### config.mk
export PLATFORM = sky130hd
export DESIGN_NAME = fir_ch_sched
export DESIGN_NICKNAME = d
export VERILOG_FILES = /design/src/rtl/fir_ch_sched.sv
export SDC_FILE = /design/constraint.sdc
export NUM_CORES = 1
export LEC_CHECK = 0
export BUFFER_PORTS_ARGS = -buffer_cell sky130_fd_sc_hd__buf_2
export CAP_MARGIN = 20
export CORE_AREA = 2 2 39 41
export DETAILED_ROUTE_END_ITERATION = 8
export DIE_AREA = 0 0 41 43
export GPL_ROUTABILITY_DRIVEN = 0
export GPL_TIMING_DRIVEN = 0
export SETUP_SLACK_MARGIN = 0.3
export SKIP_CTS_REPAIR_TIMING = 1
export SLEW_MARGIN = 40
export SYNTH_ARGS = -nofsm -noshare
export SYNTH_HDL_FRONTEND = slang
export SYNTH_SLANG_ARGS = --single-unit
### constraint.sdc
create_clock -name clk -period 1.4 [get_ports clk]
set_input_delay 0.21 -clock clk [delete_from_list [all_inputs] [get_ports clk]]
set_output_delay 0.21 -clock clk [all_outputs]
set_load 0.005 [all_outputs]
### src/rtl/fir_ch_sched.sv
// Two-channel round-robin scheduler for the shared folded FIR MAC datapath.
// Grants one sample at a time, sequences the MAC phases and holds the result until it is taken.
module fir_ch_sched #(
    parameter int unsigned N_PHASE = 4
) (
    input  logic                       clk,
    input  logic                       rst,
    input  logic [1:0]                 chan_en,
    input  logic [1:0]                 in_valid,
    output logic [1:0]                 in_ready,
    input  logic                       out_ready,
    output logic                       x_clr,
    output logic [1:0]                 shift,
    output logic                       ch_sel,
    output logic [$clog2(N_PHASE)-1:0] ctrl,
    output logic                       y_clr,
    output logic                       y_en,
    output logic                       out_valid,
    output logic                       out_ch,
    output logic                       busy
);

    localparam int unsigned CW = $clog2(N_PHASE);

    typedef enum logic [1:0] {StClr, StArb, StMac, StDone} state_e;

    state_e        state;
    logic [CW-1:0] cnt;
    logic          cur;
    logic          last;

    logic [1:0] req;
    logic       pri;
    logic       has_grant;
    logic       g;

    // In DONE the result being consumed already counts as served, so cur sets priority.
    always_comb begin
        req       = in_valid & chan_en;
        pri       = (state == StDone) ? cur : last;
        has_grant = (|req) && ((state == StArb) || ((state == StDone) && out_ready));
        g         = (req == 2'b11) ? ~pri : req[1];
    end

    always_comb begin
        in_ready  = 2'b00;
        shift     = 2'b00;
        x_clr     = 1'b0;
        ch_sel    = 1'b0;
        ctrl      = '0;
        y_clr     = 1'b0;
        y_en      = 1'b0;
        out_valid = 1'b0;
        out_ch    = 1'b0;
        busy      = 1'b0;
        unique case (state)
            StClr: x_clr = 1'b1;
            StArb: ;
            StMac: begin
                y_en   = 1'b1;
                ctrl   = cnt;
                ch_sel = cur;
                busy   = 1'b1;
            end
            StDone: begin
                out_valid = 1'b1;
                out_ch    = cur;
                ch_sel    = cur;
                busy      = 1'b1;
            end
        endcase
        if (has_grant) begin
            in_ready = g ? 2'b10 : 2'b01;
            shift    = g ? 2'b10 : 2'b01;
            y_clr    = 1'b1;
            ch_sel   = g;
        end
    end

    always_ff @(posedge clk or posedge rst) begin
        if (rst) begin
            state <= StClr;
            cnt   <= '0;
            cur   <= 1'b0;
            last  <= 1'b1;
        end else begin
            unique case (state)
                StClr: state <= StArb;
                StArb: begin
                    if (has_grant) begin
                        cur   <= g;
                        cnt   <= '0;
                        state <= StMac;
                    end
                end
                StMac: begin
                    cnt <= cnt + 1'b1;
                    if (cnt == CW'(N_PHASE - 1)) begin
                        state <= StDone;
                    end
                end
                StDone: begin
                    if (out_ready) begin
                        last <= cur;
                        if (has_grant) begin
                            cur   <= g;
                            cnt   <= '0;
                            state <= StMac;
                        end else begin
                            state <= StArb;
                        end
                    end
                end
            endcase
        end
    end

endmodule

Word level (Yosys, flattened, before mapping)

Index checks and enable logic that the tools add are counted.
Widths: inputs -> output; s select.

Flip-flop bits (word level): 6
Input bits: 7
Output and inout port bits: 13
Word-level logic and storage cells: 51

$add $sub $neg: 1
Equality and inequality tests: 8
Multiplexer cells: 24
Bitwise operators: 2
Reductions and logical operators: 12

Operators by type and width:

| cell                | number |
|---|---|
| $mux 2              | 9 |
| $mux 1              | 12 |
| $eq 2x2->1 const B  | 4 |
| $pmux 2 s4          | 1 |
| $ne 2x2->1 const B  | 3 |
| $pmux 2 s3          | 1 |
| $reduce_and 2->1    | 3 |
| $reduce_or 2->1     | 2 |
| $reduce_and 3->1    | 1 |
| $reduce_bool 3->1   | 1 |
| $add 2x1->2 const B | 1 |
| $and 2x2->2         | 1 |
| $eq 2x1->1 const B  | 1 |
| $logic_and 1x1->1   | 2 |
| $logic_not 2->1     | 1 |
| $pmux 1 s2          | 1 |
| $reduce_bool 2->1   | 1 |
| $logic_or 1x1->1    | 1 |
| $not 1->1           | 1 |

Longest topological paths before layout

Gate-level depths: netlist of run 1.

Depth after elaboration: 7
Gate-level depth with buffers: 4
Mapped depth without buffers: 4

Least setup slack after synthesis of run 1

No wires, ideal clock.

Kind: register to output
Start: reg state[0]
End: out shift[0]
Data arrival time: 1.191 ns
Data required time: 1.190 ns
Path slack: -0.001 ns
Cell stages (with the launch flop): 5
Buffers on the path: 1
Cell sequence: dfrtp_1 > and3_1 > o211a_1 > o21a_1 > buf_4

Word-level cells in the longest chain between the ends: 6
Elaborated cells on any way between the ends: 10
Classes of those cells: eq/ne (2); mux (4); bitwise (1); reduce/logical (3)

Ends and longest elaborated chain:

| what                   | RTL line | text |
|---|---|---|
| start, declared        | 27       | `state_e state;` |
| start signal, assigned | 82       | `state <= StClr;` |
| start signal, assigned | 88       | `StClr: state <= StArb;` |
| start signal, assigned | 93       | `state <= StMac;` |
| $eq 2x2->1             | 40, 41   |  |
| $mux 1                 | 40       | `pri = (state == StDone) ? cur : last;` |
| $not 1->1              | 42       | `g = (req == 2'b11) ? ~pri : req[1];` |
| $mux 1                 | 42       |  |
| $mux 2                 | --       |  |
| $mux 2 (*)             | --       |  |
| end, declared          | 13       | `output logic [1:0] shift,` |

Mark *: on every way between the ends. The rest lies on a longest branch, timed or not.

Worst setup path in the final report of run 1

Start: reg state[0]
End: out shift[0]

Word-level cells in the longest chain between the ends: 6
Elaborated cells on any way between the ends: 10
Classes of those cells: eq/ne (2); mux (4); bitwise (1); reduce/logical (3)

Ends and longest elaborated chain:

| what       | RTL line | text |
|---|---|---|
| $eq 2x2->1 | 40, 41   |  |
| $mux 1     | 40       |  |
| $not 1->1  | 42       |  |
| $mux 1     | 42       |  |
| $mux 2     | 74       | `shift = g ? 2'b10 : 2'b01;` |
| $mux 2 (*) | 72       | `if (has_grant) begin` |

Marks and branches as above.

==> results of run 1 <==
==> kinds of logic after synthesis <==
kind of cell,count (synthesis)
flops,6
buf+inv,8
compound gates,10
simple gates,20
fa+ha+maj,1
==> worst max-delay path: stages (launching register included) <==
cell	delay, ns
dfrtp_2	0.43
and3_4	0.18
o211a_4	0.24
o21a_1	0.18
buf_4	0.12
buf_2	0.11
==> per-layer routing <==
| layer | part of all wire | GRT usage | up-vias |
|---|---|---|---|
| li1 | - | - | 215 |
| met4 | 0.0065 | 0.100 | 0 |
| met5 | 0 | 0 | - |
| met2 | 0.44 | 0.131 | 17 |
| met1 | 0.45 | 0.153 | 186 |
| met3 | 0.10 | 0.0157 | 2 |
==> flip-flops by register name, indices dropped and copies added, names as in the netlist <==
| register | count |
|---|---|
| cnt | 2 |
| last | 1 |
| cur | 1 |
| state | 2 |
==> how the worst max path moves through the flow <==
stage | cells after the start | startpoint | endpoint | slack (ns)
6_report | 5 | state[0] | shift[0] | -0.32
5_1_grt | 5 | last | shift[0] | -0.37
4_1_cts | 5 | state[0] | shift[0] | -0.39
3_5_place_dp | 5 | state[0] | shift[0] | -0.12
3_3_place_gp | 5 | state[0] | shift[0] | -0.12
2_1_floorplan | 4 | state[0] | shift[0] | 0.03
==> cell usage in the layout, fill, tap and decap left out, drive strengths merged <==
master	count
dlygate4sd3	1
o21a	1
buf	28
nand4	1
and3	1
nor3b	1
nand2b	3
o2bb2ai	1
a22oi	1
a21boi	1
and2	2
o211a	1
dfrtp	5
ha	1
nand2	6
dfstp	1
nor2	5
o22ai	1
clkbuf	5
nand3	1
o21ai	3
inv	5
o32ai	1
==> power by group <==
group / switching, mW / internal [mW]
sequential: 0.0785 / 0.267
clock: 0.0573 / 0.108
combinational: 0.329 / 0.388
==> area by class of cell <==
class / count / area [µm²]
timing repair buffer: 27 / 161
inverter: 5 / 23.8
multi-input combinational: 31 / 219
buffer: 3 / 18.8
sequential: 6 / 154
tap: 16 / 20.0
clock buffer: 4 / 26.3
fill: 143 / 761
==> through the flow <==
step | cell area, µm² | hold WS [ns]
4_1_cts | 528 | -0.137
3_5_place_dp | 502 | 0.126
2_1_floorplan | 387 | 0.000233
3_3_place_gp | 502 | 0.122
6_report | 623 | 0.266
5_1_grt | 623 | 0.272
==> results.md, run 1 <==
- Vias: 420
- FMAX: 582 MHz
- CTS Buffer Depth: 2
- Core Util, Final: 0.450
- Routed Antenna Nets: 0
- Wire per inst: 10.1 µm
- Sequential fraction of the synthesis area: 0.397
- Vias in the first global route: 320
- Routed wire length: 926 µm
- GR Util All Layers: 0.108
- Post-synthesis xor/xnor area fraction: 0
- Hold Startpoint: out_ready
- Final Non-Filler Cells: 92
- Final min period: 1.72 ns
- Crit Path Category: flop to primary output
- Vias per inst: 4.57
- Die ar.: 0.00176 mm²
- Max-cap violation count: 0
- Unique masters post-synth: 23
- Clk Latency, worst-skew pair: 0.24 ns
- Clk root buf: clkbuf_4
- Slack of the critical path: -0.318 ns
- Crit start category: flop
- PnR Total Power: 1.23 mW
- Multiplexer area fraction after synthesis: 0
- Post-synth top area cell: dfrtp_1
- Drt initial violations: 0
- Synth top area share: 0.328
- Relative max-transition margin: 0.768
- Diodes inserted: 0
- Peak VDD IR: 707 µV
- Share of layout cells above drive strength 1: 0.553
- Run status: complete, but fails checks
- Hold Path Depth: 3
- Post-synth net total: 53
- Die height: 43 µm
- Grt ovf: 0
- Async S/R FF share, synth: 1.00
- Final hold viol count: 0
- Cells after synthesis: 45
- WP data arrival: 1.51 ns
- CP Capture Type: primary output
- Syn avg cell area: 8.48 µm²
- Yosys reg bits: 6
- H-tree depth: 1
- Clk sinks: 6
- DRC viols: 0
- Row cnt: 14
- Unrepaired setup endpoints after global routing: yes
- Reg-to-reg endpoint: cnt[1]
- Initial antenna violation count: 0
- Leak: 0.342 nW
- Final Max Slew Viols: 0
- 1st-pass router iterations: 1
- Measured slew at the worst slew-check pin: 0.347 ns
- Area share of fa/ha/maj cells after synthesis: 0.0328
- Clk slew on worst S/H paths: 0.05 ns
- Crit share post-route: 1.23
- Worst-case reg-to-reg path depth: 6
- Failing checks: setup timing
- Hold EP: last
- Compound-Gate Fraction of Synth Area: 0.187
- CTS Buf Count: 3
- First-pass GRT wire length: 1.25 mm
- Commonest cells post-synth: nand2_1, dfrtp_1, nor2_1
- Setup TNS Final: -1.44 ns
- Ys Warns: 0
- Starting Density: 0.276
- Post-synthesis cell area: 382 µm²
- Most numerous cell in the Yosys netlist: nand2_1
- Final setup vio count: 8
- WP data required: 1.19 ns
- Number of synthesized flops with an enable pin: 0
- PortBufs: 19
- Crit-path max FO: 5
- Largest family of logic cells by synthesized area: simple AND/OR/NAND/NOR gates
- Pre-CTS WS: -0.119 ns
- Die width: 41 µm
- Area growth from synthesis to layout: 63.3%
- Dominant synthesized flop cell: dfrtp_1
- Inst Count DP: 80
- Final #Nets: 85
- PD cells: 1970 mW/mm²
- Main area contributors after synthesis: dfrtp_1, dfstp_2, nand2_1, nand2b_1, nor2_1
- Top Ports: 20
- Worst hold path class: primary input to flop
- Fin Clk Skew: 0.00688 ns
- Core ar.: 0.00138 mm²
- R2R Path Start: state[0]
- Hpwl dp: 672 µm
- Largest net degree at the start of global routing: 10
- CTS tree: done
- R2R setup slack: 0.21 ns
- Area share of and/or/nand/nor cells after synthesis: 0.285
Power figures use the tool's default switching activity.
==> inputs of run 2 (changes only) <==
Settings changed: CORE_AREA 2 2 39 41 to 4 4 41 43, DIE_AREA 0 0 41 43 to 0 0 45 47, MAX_ROUTING_LAYER from default to met4.
==> results.md, run 2 (synthesized netlist as in run 1, its figures left out) <==
- Clk Latency, worst-skew pair: 0.24 ns
- Core Util, Final: 0.490
- CP bufs+invs: 2
- Initial antenna violation count: 0
- Grt ovf: 0
- Most common cell after layout, fill and taps aside: buf_2
- PD cells: 1930 mW/mm²
- Relative max-transition margin: 0.774
- Most frequent cells in the layout: buf_2, nand2_1, buf_4, buf_6, nor2_1
- Starting Density: 0.293
- Crit start category: flop
- Vias per inst: 4.45
- Share of layout cells above drive strength 1: 0.566
- DP Area: 500 µm²
- Wire per inst: 10.1 µm
- Die height: 47 µm
- Final hold slack: 0.248 ns
- Clk root buf: clkbuf_4
- First-pass GRT wire length: 1.34 mm
- Fill count: 133
- Routed Antenna Nets: 0
- Leak: 0.345 nW
- PortBufs: 19
- Clk sinks: 6
- Final Max Slew Viols: 0
- Crit Path Category: flop to primary output
- Crit share post-route: 1.25
- CP Capture Type: primary output
- Failing checks: setup timing
- Vias in the first global route: 322
- Critical path's top delay family: flip-flops
- WP data arrival: 1.54 ns
- Run status: complete, but fails checks
- Unrepaired setup endpoints after global routing: yes
- Max-cap violation count: 0
- CTS Buf Count: 3
- FMAX: 573 MHz
- Core ar.: 0.00130 mm²
- Crit-path max FO: 8
- Final min period: 1.75 ns
- Crit path cell chain: and3_4 > o211a_4 > o21a_1 > buf_4 > buf_2
- H-tree depth: 1
- Measured slew at the worst slew-check pin: 0.339 ns
- Final #Nets: 85
- 1st-pass router iterations: 2
- Die ar.: 0.00212 mm²
- Clk slew on worst S/H paths: 0.05 ns
- CP max-delay cell: dfrtp_2
- Final hold viol count: 0
- Slack of the critical path: -0.345 ns
- GR Util All Layers: 0.0947
- Drt initial violations: 5
- Area growth from synthesis to layout: 67.2%
- Multi-input logic area: 223 µm²
- WP data required: 1.19 ns
- Slowest cell delay on critical path: 0.45 ns
- Setup TNS Final: -1.60 ns
- Largest net degree at the start of global routing: 10
- Row cnt: 13
- Sequential cell area: 154 µm²
- Diodes inserted: 0
- Top Ports: 20
- Peak VDD IR: 842 µV
- Largest regs: cnt x2, state x2
- Post-route cell area: 638 µm²
- Die width: 45 µm
- Worst hold path class: primary input to flop
- CTS tree: done
- Hpwl dp: 688 µm
- DRC viols: 0
- Final setup vio count: 8
- Vias: 405
- PnR Total Power: 1.23 mW
- Fin Clk Skew: 0.00823 ns
- Routed wire length: 922 µm
- CTS Buffer Depth: 2
-- run 2: cell count changes in the layout (fill, tap and decap cells not counted), moves of 2 or more --
cell   before  now
buf_4       8    5
buf_6       1    5
inv_4       2    0
inv_2       0    2
-- run 2: area by class of cell --
type / count / area share
multi-input cells: 31 / 0.349
flip-flops and latches: 6 / 0.241
repair buffers: 27 / 0.280
clock buffers: 4 / 0.0412
plain buffers: 3 / 0.0294
well taps: 15 / 0.0294
inverters: 5 / 0.0294
-- run 2: per-stage QoR --
step	setup WS, ns	std cells
2_1_floorplan	0.0311	45
3_3_place_gp	-0.128	79
3_5_place_dp	-0.134	79
4_1_cts	-0.409	83
5_1_grt	-0.411	91
6_report	-0.345	91
-- run 2: path summary, 6_finish.rpt --
| check | from | depth (start not counted) | end | slack (ns) |
|---|---|---|---|---|
| worst min-delay path | out_ready | 3 | last | 0.25 |
| worst min register to register | last | 2 | last | 0.46 |
| max in group asynchronous | rst | 3 | last | 0.72 |
| worst max-delay path | state[0] | 5 | shift[0] | -0.35 |
| worst max register to register | state[1] | 5 | cnt[1] | 0.13 |
| min in group asynchronous | rst | 3 | cnt[0] | 0.42 |
-- run 2: report_power, final --
part           total, mW  internal, mW  leakage (nW)  switching (mW)
Sequential         0.363         0.267        0.0691          0.0962
Combinational      0.697         0.397         0.261           0.300
Clock              0.169         0.108        0.0150          0.0614
Total               1.23         0.771         0.345           0.457
-- run 2: worst reg2reg max path: cells and delay by family, from the launching register on --
family,cells,cell delay [ns]
flops,1,0.46
simple gates,2,0.39
buf+inv,2,0.25
compound gates,1,0.05
-- run 2: metal layers --
metal  track usage  routed length (µm)  vias up
li1              -                   -      211
met5             -                   0        -
met2         0.147                 488        8
met4        0.0175                   0        0
met1         0.105                 386      186
met3        0.0575                  47        0
==> inputs of run 3 (changes only) <==
Settings changed: PLACE_DENSITY_LB_ADDON from default to 0.25.
==> results.md, run 3 (synthesized netlist as in run 1, its figures left out) <==
- Run status: complete, but fails checks
- Failing checks: setup timing
- Worst hold path class: primary input to flop
- Slowest cell delay on critical path: 0.44 ns
- Die height: 47 µm
- Crit path cell chain: and3_4 > o211a_4 > o21a_1 > buf_4 > buf_2
- Peak VDD IR: 695 µV
- Critical path's top delay family: flip-flops
- Crit share post-route: 1.24
- Clk sinks: 6
- CTS tree: done
- Hold EP: last
- Crit path depth: 5
- Final Max Slew Viols: 0
- Grt ovf: 0
- R2R setup slack: 0.12 ns
- Measured slew at the worst slew-check pin: 0.351 ns
- Crit start category: flop
- Routed wire length: 995 µm
- Fin Clk Skew: 0.00861 ns
- CP bufs+invs: 2
- Most common cell after layout, fill and taps aside: buf_2
- Final Non-Filler Cells: 93
- Final hold slack: 0.240 ns
- Slack of the critical path: -0.335 ns
- Clk root buf: clkbuf_4
- Leak: 0.349 nW
- Vias per inst: 4.51
- CP max-delay cell: dfrtp_2
- Core ar.: 0.00130 mm²
- Hpwl dp: 697 µm
- Final min period: 1.74 ns
- Setup TNS Final: -1.95 ns
- Core Util, Final: 0.489
- 1st-pass router iterations: 2
- PortBufs: 19
- H-tree depth: 1
- PD cells: 1960 mW/mm²
- Die width: 45 µm
- DRC viols: 0
- Routed Antenna Nets: 0
- WP data required: 1.19 ns
- Drt initial violations: 3
- Share of layout cells above drive strength 1: 0.551
- FMAX: 576 MHz
- CP startpoint: state[0]
- Reg-to-reg endpoint: cnt[0]
- CTS Buffer Depth: 2
- Worst-case reg-to-reg path depth: 5
- Row cnt: 13
- Final setup vio count: 9
- Max-cap violation count: 0
- WP data arrival: 1.53 ns
- Clk Latency, worst-skew pair: 0.25 ns
- CTS Buf Count: 3
- Final #Nets: 87
- Clk slew on worst S/H paths: 0.05 ns
- Unrepaired setup endpoints after global routing: yes
- Wire per inst: 10.7 µm
- Die ar.: 0.00212 mm²
- Initial antenna violation count: 0
- Most frequent cells in the layout: buf_2, buf_4, nand2_1
- Relative max-transition margin: 0.766
- Vias in the first global route: 327
- CP Capture Type: primary output
- GR Util All Layers: 0.0930
- First-pass GRT wire length: 1.32 mm
- Largest regs: cnt x2, state x2
- Crit-path max FO: 7
- Inst Count DP: 79
- Top Ports: 20
- Final hold viol count: 0
- Crit Path Category: flop to primary output
- Starting Density: 0.293
- Hold Startpoint: out_ready
- Area growth from synthesis to layout: 66.9%
- Hold Path Depth: 3
- R2R Path Start: state[1]
- Vias: 419
- Largest net degree at the start of global routing: 10
- Diodes inserted: 0
==> run 3: cell count changes in the layout (fill, tap and decap cells not counted), sizes merged <==
cell  delta
buf      +2
==> run 3: cell type report <==
| cell class | instances | area, µm² |
|---|---|---|
| clock buffers | 4 | 26.3 |
| inverters | 5 | 18.8 |
| multi-input cells | 31 | 214 |
| fillers | 138 | 664 |
| plain buffers | 3 | 18.8 |
| flip-flops and latches | 6 | 154 |
| repair buffers | 29 | 186 |
| well taps | 15 | 18.8 |
==> run 3: routing by layer <==
metal,share of wire,GRT usage,vias up,wire (µm)
met4,0,0,0,0
met1,0.39,0.0932,192,392
li1,-,-,219,-
met3,0.043,0.0690,0,43
met5,0,-,-,0
met2,0.56,0.155,8,559
==> run 3: power breakdown <==
part,leakage [nW],internal (mW),switching [mW]
combinational,0.265,0.413,0.315
clock,0.0150,0.108,0.0640
sequential,0.0691,0.266,0.0819
total,0.349,0.788,0.461
==> run 3: worst max path at each step <==
| stage | slack (ns) | to |
|---|---|---|
| finish | -0.34 | shift[0] |
| global route | -0.41 | shift[0] |
| CTS | -0.40 | shift[0] |
| detailed placement | -0.12 | shift[0] |
| global placement | -0.12 | shift[0] |
| floorplan | 0.03 | shift[0] |
==> run 3: worst register-to-register path, stage by stage, from the launching register on <==
cell	delay, ns
dfrtp_2	0.44
nand2b_1	0.11
nor3b_4	0.29
buf_4	0.18
buf_6	0.09
o21ai_2	0.05
==> run 3: per-stage QoR <==
stage | area (µm²) | setup WS, ns | power [mW]
2_1_floorplan | 387 | 0.0311 | 0.656
4_1_cts | 527 | -0.396 | 1.02
6_report | 637 | -0.335 | 1.25
3_3_place_gp | 500 | -0.117 | 0.838
3_5_place_dp | 500 | -0.121 | 0.844
5_1_grt | 637 | -0.413 | 1.38
